===== config.mk =====
export PLATFORM = sky130hd
export DESIGN_NAME = prach_hb2_pp
export DESIGN_NICKNAME = d
export VERILOG_FILES = /design/src/rtl/prach_hb2_pp.sv
export SDC_FILE = /design/constraint.sdc
export NUM_CORES = 1
export LEC_CHECK = 0
export ABC_AREA = 0
export CAP_MARGIN = 15
export CORE_MARGIN = 5
export CORE_UTILIZATION = 45
export CTS_CLUSTER_SIZE = 40
export DETAILED_ROUTE_END_ITERATION = 6
export GPL_TIMING_DRIVEN = 0
export PLACE_DENSITY = 0.71
export SLEW_MARGIN = 20
export SYNTH_ARGS = -nofsm -noshare
export SYNTH_HDL_FRONTEND = slang
export SYNTH_SLANG_ARGS = --single-unit

===== constraint.sdc =====
create_clock -name clk -period 4 [get_ports clk]
set_clock_uncertainty 0.2 [all_clocks]
set_input_delay 1.2 -clock clk [delete_from_list [all_inputs] [get_ports clk]]
set_output_delay 1.2 -clock clk [all_outputs]
set_load 0.02 [all_outputs]

===== src/rtl/prach_hb2_pp.sv =====
// Polyphase splitter ahead of the half-band decimator: pairs consecutive samples per TDM channel.
// Optional out-of-range channel drop and sticky err_chn under `define PRACH_HB2_PP_CHN_CHECK_EN.
module prach_hb2_pp #(
  parameter int NUM_CHANNEL = 32,
  parameter int CHN_W       = 8,
  parameter int DATA_W      = 16
) (
  input  logic              clk,
  input  logic              rst,
  input  logic [DATA_W-1:0] din_dq,
  input  logic              din_dv,
  input  logic [CHN_W-1:0]  din_chn,
  input  logic              sync_in,
  output logic [DATA_W-1:0] dout_dp1,
  output logic [DATA_W-1:0] dout_dp2,
  output logic              dout_dv,
  output logic [CHN_W-1:0]  dout_chn,
  output logic              sync_out
`ifdef PRACH_HB2_PP_CHN_CHECK_EN
  ,
  output logic              err_chn
`endif
);

  localparam int IDX_W = (NUM_CHANNEL > 1) ? $clog2(NUM_CHANNEL) : 1;

  logic [IDX_W-1:0]       idx;
  logic                   beat_ok;
  logic                   sync_ok;
  logic                   phase;
  logic                   emit;
  logic                   wr_en;
  logic [NUM_CHANNEL-1:0] ph_reg;
  logic [NUM_CHANNEL-1:0] ph_next;
  logic                   pend_reg;

  logic [DATA_W-1:0]      mem [NUM_CHANNEL];
  logic [DATA_W-1:0]      rd_data_reg;

  logic                   s1_dv_reg;
  logic [DATA_W-1:0]      s1_dq_reg;
  logic [CHN_W-1:0]       s1_chn_reg;
  logic                   s1_sync_reg;

  assign idx = din_chn[IDX_W-1:0];

`ifdef PRACH_HB2_PP_CHN_CHECK_EN
  logic chn_oor;
  assign chn_oor = (32'(din_chn) >= 32'(NUM_CHANNEL));
  // A dropped beat must not disturb anything, including a sync riding on it.
  assign beat_ok = din_dv & ~chn_oor;
  assign sync_ok = sync_in & ~(din_dv & chn_oor);

  always_ff @(posedge clk or posedge rst) begin
    if (rst) begin
      err_chn <= 1'b0;
    end else if (din_dv && chn_oor) begin
      err_chn <= 1'b1;
    end
  end
`else
  logic unused_chn;
  assign unused_chn = ^din_chn[CHN_W-1:IDX_W];
  assign beat_ok    = din_dv;
  assign sync_ok    = sync_in;
`endif

  // Sync clears every phase before the beat is looked at, so a sync beat is always phase 0.
  assign phase = sync_ok ? 1'b0 : ph_reg[idx];
  assign emit  = beat_ok & phase;
  assign wr_en = beat_ok & ~phase;

  genvar gi;
  generate
    for (gi = 0; gi < NUM_CHANNEL; gi++) begin : g_ph
      assign ph_next[gi] = (beat_ok && (idx == IDX_W'(gi))) ? ~phase :
                           (sync_ok ? 1'b0 : ph_reg[gi]);
    end
  endgenerate

  always_ff @(posedge clk or posedge rst) begin
    if (rst) begin
      ph_reg   <= '0;
      pend_reg <= 1'b0;
    end else begin
      ph_reg <= ph_next;
      if (sync_ok) begin
        pend_reg <= 1'b1;
      end else if (emit) begin
        pend_reg <= 1'b0;
      end
    end
  end

  // The read for a completing beat happens one edge after the write of its partner has
  // landed, and no single beat both writes and reads, so the read is always write-first.
  always_ff @(posedge clk) begin
    if (wr_en) begin
      mem[idx] <= din_dq;
    end
    rd_data_reg <= mem[idx];
  end

  always_ff @(posedge clk or posedge rst) begin
    if (rst) begin
      s1_dv_reg   <= 1'b0;
      s1_dq_reg   <= '0;
      s1_chn_reg  <= '0;
      s1_sync_reg <= 1'b0;
    end else begin
      s1_dv_reg   <= emit;
      s1_sync_reg <= emit & pend_reg;
      if (emit) begin
        s1_dq_reg  <= din_dq;
        s1_chn_reg <= CHN_W'(idx);
      end
    end
  end

  always_ff @(posedge clk or posedge rst) begin
    if (rst) begin
      dout_dv  <= 1'b0;
      dout_dp1 <= '0;
      dout_dp2 <= '0;
      dout_chn <= '0;
      sync_out <= 1'b0;
    end else begin
      dout_dv  <= s1_dv_reg;
      sync_out <= s1_dv_reg & s1_sync_reg;
      if (s1_dv_reg) begin
        dout_dp1 <= s1_dq_reg;
        dout_dp2 <= rd_data_reg;
        dout_chn <= s1_chn_reg;
      end
    end
  end

endmodule


==> impl_results.md <==
* Status: complete, no violations
* Clock sinks at 623
* IO Port Bufs at 59
* Clock buffer depth at 3
* GRT overflow at 0
* Final WS setup at 64.9 ps
* Slowest stage delay, CP at 650 ps
* VDD IR max at 380 uV
* Final Util at 53.5%
* CTS H-Tree Depth at 2
* Clk pin slew, worst setup/hold paths at 70 ps
* Max-Cap Viols at 0
* Tcrit/Tclk final at 98.4%
* Vert. Die Dim at 241 um
* Crit-path cells: buf_2 -> mux4_2 -> a22oi_1 -> a31o_2 -> nand3_1 -> clkbuf_1 -> nor2_2 -> buf_8
* Worst-margin pin slew at 1150 ps
* Cts bufs inserted at 58
* Routability cong. at 0.866
* Die ar. at 58,200 um2
* DRT antenna net count at 0
* Count of different cell masters after synthesis at 36
* Peak Freq at 254 MHz
* CP Max Fanout at 10
* Total power at 14.5 mW
* Detail Placement HPWL at 35,200 um
* Fin Hold WS at 196 ps
* Nets at 1,289
* CP Data Arrival Time at 4050 ps
* RSZ-0062 raised after global routing: true
* Worst hold path depth at 0
* Initial Util at 45.6%
* FF-to-FF path depth at 7
* Largest net degree at the start of global routing at 72
* Top cell type's share of synthesized area at 63.9%
* Critical Path Start Type: input port
* Initial antenna violation count at 2
* Crit path time final at 3940 ps
* Top_reg_cell synth: edfxtp_1
* Gate Count Post-Synth at 1,107
* Synth-to-Final Area Change at 17.4%
* Final routed DRC violation total at 0
* Rows at 84
* Drt first pass iters at 5
* Synth Area per Inst at 21.7 um2
* Core Region at 52,800 um2
* Finished Layout Cells at 1,999
* Detailed-route wire length at 54,300 um
* Ys Warns at 0
* Reg-to-reg slack, setup at 650 ps
* Synth async-reset ratio at 15.2%
* Synth top area cells: edfxtp_1 (64%), mux4_2 (16%), dfrtp_1 (9.9%), mux2_2 (2.5%), dfxtp_1 (1.3%)
* Post-synth EDFFs at 512
* Final hold vios at 0
* Register area share after synthesis at 75.1%
* Layout cells sized above 1 at 34.2%
* Slew Viols, Final at 0
* Setup Crit Path Kind: in -> reg
* Root Driver: clkbuf_16
* Worst skew pair latency at 620 ps
* Slew margin rel. at 23.6%
* Crit-path slowest cell: nor2_2
* Vias at 11,700
* Vias in the first global route at 11,900
* Setup crit end kind: flip-flop
* # setup viols final at 0
* Diodes inserted at 0
* Crit path required time at 4110 ps
* WL/cell at 27.2 um
* Hold Crit Class: reg -> reg
* Area of the mapped netlist at 24,100 um2
* Flops & latches, synth at 623
* Pwr Density at 514 nW/um2
* Initial DRC Count at 1,686
* Vias/cell at 5.85
* Static leakage at 9.30 nW
* Max reg flops at 512
* Synth area leader: edfxtp_1
* Inst Count DP at 1,879
* Pre-CTS WS at -1130 ps
* Die width at 241 um
* Gr usage total at 19.0%
* Global-route wire length before repair at 80,300 um
* Boundary Pins at 70
* CTS tree: built
[cell type report]
class	instances	area (um2)
Buffer	66	353
Clock buffer	83	1720
Clock inverter	27	317
Fill cell	3980	24500
Inverter	2	12.5
Multi-Input combinational cell	415	5860
Sequential cell	623	18100
Tap cell	688	861
Timing Repair Buffer	95	1040
[timing repair]
action / in CTS / in global routing
hold endpoints to repair: 0 / 0
setup buffers: 12 / 1
resized for setup: 3 / 2
hold buffers: 0 / 0
pin swaps: 9 / 3
endpoints found under the setup margin: 231 / 74
[path summary, 6_finish.rpt]
path / from / endpoint
worst max-delay path: din_chn[0] / mem[17][11]
worst min-delay path: s1_dv_reg / dout_dv
worst max register to register: ph_reg[16] / mem[17][11]
worst min register to register: s1_dv_reg / dout_dv
max in group asynchronous: rst / dout_dp2[12]
min in group asynchronous: rst / dout_dp1[12]
[kinds of logic (layout without fill, tap and decap cells)]
family	after synthesis	in the layout	synth area share (%)
compound gates	71	71	2.02
buf+inv	71	273	1.52
flops	623	623	75.1
mux	243	243	19.2
other cells	1	3	0.0156
simple gates	98	98	2.13
[cells in the final DEF (no fill, tap or decap), types with 2 or more instances in the layout]
master / instances
buf_2: 29
clkinv_2: 6
inv_6: 3
clkbuf_8: 7
buf_4: 12
clkinvlp_4: 6
nor3_4: 17
bufinv_16: 6
conb_1: 3
buf_8: 17
buf_12: 7
nand2_1: 11
buf_6: 13
clkdlybuf4s50_1: 44
o21ai_0: 33
nor2b_1: 36
nor2_2: 13
mux2i_1: 2
clkinv_4: 3
mux2_2: 54
mux4_2: 167
nor2_1: 4
o31ai_1: 3
mux2_1: 20
clkbuf_16: 63
clkbuf_1: 46
edfxtp_1: 512
clkbuf_2: 4
nand3_1: 8
clkinv_1: 3
o21ai_1: 15
o31ai_2: 13
nor2_4: 2
dfxtp_1: 16
dfrtp_1: 95
and2_1: 3
[Yosys cell counts, types with 11 or more instances]
master,count
nor3_1,17
o31ai_2,13
nor2_1,19
nand2_1,11
mux4_2,167
o21ai_1,15
dfxtp_1,16
o21ai_0,33
dfrtp_1,95
buf_2,14
nor2b_1,36
mux2_2,54
mux2_1,20
edfxtp_1,512
clkbuf_1,37
[worst max-delay path, delay by kind of cell]
family | cells | cell delay, ps
mux | 1 | 560
buf+inv | 3 | 970
simple gates | 2 | 810
compound gates | 2 | 500
[power breakdown]
part / leakage (nW) / internal, mW / switching (mW)
Combinational: 2.36 / 0.612 / 0.689
Sequential: 5.95 / 7.30 / 0.124
Clock: 0.982 / 3.40 / 2.39
Total: 9.30 / 11.3 / 3.20
[through the flow]
step,TNS (ps),area (um2)
global placement,-714560,25700
global route,-1880,28200
floorplan,-22150,24200
detailed placement,-308850,26100
finish,0,28200
CTS,0,28300
[layer usage]
layer | up-vias | wire, um | global-route usage, %
met1 | 6223 | 22100 | 27.4
met2 | 519 | 26100 | 29.7
met5 | - | 0 | 0
met4 | 0 | 1620 | 6.14
li1 | 4860 | - | -
met3 | 88 | 4490 | 3.82
No activity file was read; power rests on OpenSTA's default activity.
